**src/rtl/fetch_pc_unit.sv**
```systemverilog
// Instruction-fetch stage: owns the program counter, issues synchronous imem reads
// and hands words to decode through an output register backed by a 1-entry skid.
module fetch_pc_unit #(
    parameter int                ADDR_W   = 11,
    parameter int                INSTR_W  = 16,
    parameter logic [ADDR_W-1:0] RESET_PC = 11'h000
) (
    input  logic               clk,
    input  logic               reset,
    input  logic               branch_en,
    input  logic [ADDR_W-1:0]  branch_addr,
    input  logic               halt,
    output logic               imem_rd_en,
    output logic [ADDR_W-1:0]  imem_addr,
    input  logic [INSTR_W-1:0] imem_rdata,
    output logic               if_valid,
    output logic [INSTR_W-1:0] if_instr,
    output logic [ADDR_W-1:0]  if_pc,
    input  logic               id_ready
);

    typedef enum logic [1:0] {
        IDLE,
        FETCH,
        HALTED
    } state_t;

    state_t state;
    state_t state_next;

    logic [ADDR_W-1:0]  pc;
    logic [ADDR_W-1:0]  pending_pc;
    logic               pending;
    logic               skid_valid;
    logic [INSTR_W-1:0] skid_instr;
    logic [ADDR_W-1:0]  skid_pc;
    logic               issue;
    logic               consume;
    logic               out_free;

    always_ff @(posedge clk or negedge reset) begin
        if (!reset) begin
            state <= IDLE;
        end else begin
            state <= state_next;
        end
    end

    always_comb begin
        state_next = state;
        case (state)
            IDLE:    state_next = FETCH;
            FETCH:   if (halt) state_next = HALTED;
            HALTED:  state_next = HALTED;
            default: state_next = IDLE;
        endcase
    end

    // Only one word may be in flight, so issuing stops whenever the response
    // would have nowhere to land (skid occupied or output stalled).
    always_comb begin
        issue = (state == FETCH) & ~halt & ~branch_en & ~skid_valid
                & ~(if_valid & ~id_ready);
        imem_rd_en = issue;
        imem_addr  = pc;
    end

    assign consume  = if_valid & id_ready;
    assign out_free = ~if_valid | id_ready;

    // A branch flushes everything, including the response arriving this cycle.
    always_ff @(posedge clk or negedge reset) begin
        if (!reset) begin
            pc         <= RESET_PC;
            pending    <= 1'b0;
            pending_pc <= '0;
            skid_valid <= 1'b0;
            skid_instr <= '0;
            skid_pc    <= '0;
            if_valid   <= 1'b0;
            if_instr   <= '0;
            if_pc      <= '0;
        end else if (branch_en) begin
            pc         <= branch_addr;
            pending    <= 1'b0;
            skid_valid <= 1'b0;
            if_valid   <= 1'b0;
        end else begin
            pending <= issue;
            if (issue) begin
                pc         <= pc + 1'b1;
                pending_pc <= pc;
            end
            if (skid_valid && consume) begin
                if_instr   <= skid_instr;
                if_pc      <= skid_pc;
                skid_valid <= 1'b0;
            end else if (pending && out_free) begin
                if_instr <= imem_rdata;
                if_pc    <= pending_pc;
                if_valid <= 1'b1;
            end else if (pending) begin
                skid_instr <= imem_rdata;
                skid_pc    <= pending_pc;
                skid_valid <= 1'b1;
            end else if (consume) begin
                if_valid <= 1'b0;
            end
        end
    end

endmodule

```
**config.mk**
```make
export PLATFORM = sky130hd
export DESIGN_NAME = fetch_pc_unit
export DESIGN_NICKNAME = d
export VERILOG_FILES = /design/src/rtl/fetch_pc_unit.sv
export SDC_FILE = /design/constraint.sdc
export NUM_CORES = 1
export LEC_CHECK = 0
export ABC_AREA = 1
export CORE_ASPECT_RATIO = 0.5
export CORE_UTILIZATION = 56
export DETAILED_ROUTE_END_ITERATION = 7
export PLACE_DENSITY = 0.92
export SKIP_CTS_REPAIR_TIMING = 1
export SLEW_MARGIN = 20
export SYNTH_ARGS = -nofsm -noshare
export SYNTH_HDL_FRONTEND = slang
export SYNTH_SLANG_ARGS = --single-unit
```
**constraint.sdc**
```tcl
create_clock -name clk -period 2.2 [get_ports clk]
set_input_delay 0.44 -clock clk [delete_from_list [all_inputs] [get_ports clk]]
set_output_delay 0.44 -clock clk [all_outputs]
set_load 0.1 [all_outputs]
```
==> key figures <==
Final layout
  • Syn-to-layout area delta: 26.7%
  • Final net count: 589
  • Layout cell share with drive strength beyond 1: 14.1%
  • Design Area, Final: 4830 um^2
  • Non-Filler Instances: about 650
  • N_diodes: 0
  • Final core utilization: between 70% and 80%
  • Fill cells: 483

Floorplanning
  • I/O pins: slightly above 70
  • Row count: 20
  • Die Wd: 119 um
  • Core outline area: roughly 6300 um^2
  • DIE AREA: roughly 7000 um^2
  • Initial Utilization: between 60% and 70%
  • Die Y: 60.3 um

Detailed routing
  • Drt via density: 4.97
  • Via Count: 3217
  • Routed WL per cell: 12.3 um
  • Drt first-iter violations: 197
  • DRC viols: 0
  • Routed Antenna Nets: 0
  • DRT Pass-1 Iters: 5
  • WL final: 7960 um

Placed design
  • Port Buf Inserts: 71
  • DP Worst Slack: 0.213 ns
  • Detailed placer's ending HPWL: 5430 um
  • Post-DP Area: 4500 um^2
  • GP Congestion: between 0.8 and 0.9
  • Post-Place Cells: roughly 630

Pwr
  • P_leak: approximately 2.6 nW
  • Clock share of power: 23.7%
  • Power share of the combinational group: 44.4%
  • Seq pwr share: 31.9%
  • Pwr Density: about 1400 nW/um^2
  • Pint: 3.57 mW
  • Sw Ratio: between 40% and 50%
  • Psw: 3.17 mW
  • Final Power: around 6.7 mW
  • Max VDD drop: 0.000656 V

Setup path
  • CP required: ~1.8 ns
  • Crit. End Element: output port
  • WS Path Type: reg -> out
  • Peak fanout along the critical path: 6
  • Startpoint types: flop
  • Arr. time, crit path: approximately 1.6 ns

Timing
  • Slew @ Worst Pin: 0.545 ns
  • Slew headroom: 63.7%
  • Worst Clk Skew: 0.00418 ns
  • RSZ-0062 raised after global routing: false
  • Minimum hold slack: 0.0983 ns
  • Setup violators final: 0
  • Worst Setup Slack, final: 0.145 ns
  • Final Hold Viols: 0
  • Fin crit period: 2.05 ns
  • FMAX: slightly below 0.5 GHz
  • Final Cycle Share: 93.4%
  • Pins Over Slew Limit: 0
  • Fin Setup TNS: 0 ns

CTS
  • CTS tree: done
  • H-tree Lvls: 3
  • Clock Path Buffers: 2
  • Clock Sink Count: 81
  • Worst-Skew Late Latency: 0.33 ns
  • Root buf cell: clkbuf_16
  • CTS clock-pin slew for the worst setup and hold paths: 0.05 ns
  • Num CTS Buffers: 9

Logic synthesis
  • Main combinational cell family by area after synthesis: simple AND/OR/NAND/NOR gates
  • YS warnings: 0
  • Post-synthesis adder-cell area fraction: less than 1%
  • XOR/XNOR Fraction of Synth Area: 0%
  • Syn_nets: slightly above 500
  • Post-Synth Simple-Gate Area: 28.6%
  • Synthesis-stage register bit count: 81
  • Synth cell types: 23
  • Syn avg cell area: ~8 um^2
  • Mux share of post-synthesis cell area: 0%
  • Compound-cell area share of the yosys netlist: around 8.3%
  • Synth Instances: slightly below 500
  • Mapped cell area: around 3800 um^2
  • Register area share after synthesis: between 50 and 60%

Run status
  • Status: finished, final reports clean

Worst hold path
  • Hold Path Class: in -> async

Global routing
  • Antenna violations before repair: 0
  • Vias in the first global route: approximately 3000
  • Most Crowded Layer GR: met2
  • GRT Overall Usage: 25.3%
  • Largest net degree at the start of global routing: 43
  • Met3 Use GR: 8.21%
  • Met2 usage: 41.9%
  • Global route total overflow: 0
  • Grt met1 use: 32.4%
  • First-pass GRT wire length: around 14000 um

Flow run
  • Max-Cap Viols: 0
worst max-delay path, stage by stage, from the launching register on:
cell	delay (ns)
dfrtp_1	0.36
inv_1	0.09
ha_1	0.16
inv_1	0.04
nor2_1	0.16
inv_2	0.11
nor2_4	0.18
buf_12	0.19
area by class of cell:
| cell class | instances | area [um^2] | share of cell area [%] |
|---|---|---|---|
| Clock buffer | 14 | 264 | 5.47 |
| Clock inverter | 2 | 60.1 | 1.24 |
| Inverter | 51 | 199 | 4.12 |
| Multi-Input combinational cell | 330 | 1450 | 29.9 |
| Sequential cell | 81 | 2030 | 42.0 |
| Tap cell | 88 | 110 | 2.28 |
| Timing Repair Buffer | 81 | 721 | 14.9 |
state kept, by name, indices dropped and copies added (netlist names):
name,flops
if_instr,16
if_pc,11
if_valid,1
imem_addr,11
pending,1
pending_pc,11
skid_instr,16
skid_pc,11
skid_valid,1
state,2
power groups by stage:
stage / clock network (mW) / registers [mW] / logic (mW)
finish: 1.60 / 2.15 / 2.99
global route: 1.70 / 2.20 / 3.15
CTS: 1.63 / 2.15 / 3.00
detailed placement: 0 / 2.17 / 2.99
global placement: 0 / 2.16 / 2.94
floorplan: 0 / 3.86 / 0.596
synth_stat cells, drive strengths merged:
cell | instances | share of area [%]
or2 | 1 | 0.16
o21ai | 40 | 5.3
nand3 | 35 | 5.1
o31ai | 1 | 0.20
nor2 | 33 | 3.4
inv | 51 | 5.2
buf | 17 | 3.3
dfrtp | 81 | 53
a21oi | 22 | 2.9
nand2 | 195 | 20
ha | 3 | 0.99
clkbuf | 3 | 0.30
worst paths after layout:
kind	slack, ns	endpoint	cells after the start	startpoint
worst max-delay path	0.15	imem_rd_en	7	state[1]
worst min-delay path	0.1	state[0]	1	reset
worst max register to register	0.54	imem_addr[1]	10	state[1]
worst min register to register	0.48	if_instr[11]	2	if_instr[11]
max in group asynchronous	1.51	if_instr[4]	2	reset
min in group clk	0.48	if_instr[11]	2	if_instr[11]
layout by cell type, fill, tap and decap left out:
master	n
inv_1	45
nor2_4	1
nand2_2	2
inv_4	1
o21ai_1	35
nand3_2	1
buf_4	48
a21oi_1	22
clkbuf_16	9
bufinv_16	2
inv_2	4
dfrtp_1	81
nand3_4	1
clkbuf_8	2
inv_6	1
ha_1	3
clkbuf_1	3
nand2_4	3
or2_2	1
clkdlybuf4s50_1	30
nand3_1	33
o31ai_1	1
o21ai_0	5
nand2_1	190
buf_12	3
nor2_1	32
cells by family (layout without fill, tap and decap cells):
group,count (synthesis),count (layout)
compound gates,63,63
flops,81,81
fa+ha+maj,3,3
buf+inv,71,148
simple gates,264,264
routing by layer:
layer,vias up,wire [um]
met2,86,3680
met1,1473,3760
met5,-,0
met3,12,424
met4,0,95
li1,1646,-
No activity file was read; power rests on OpenSTA's default activity.
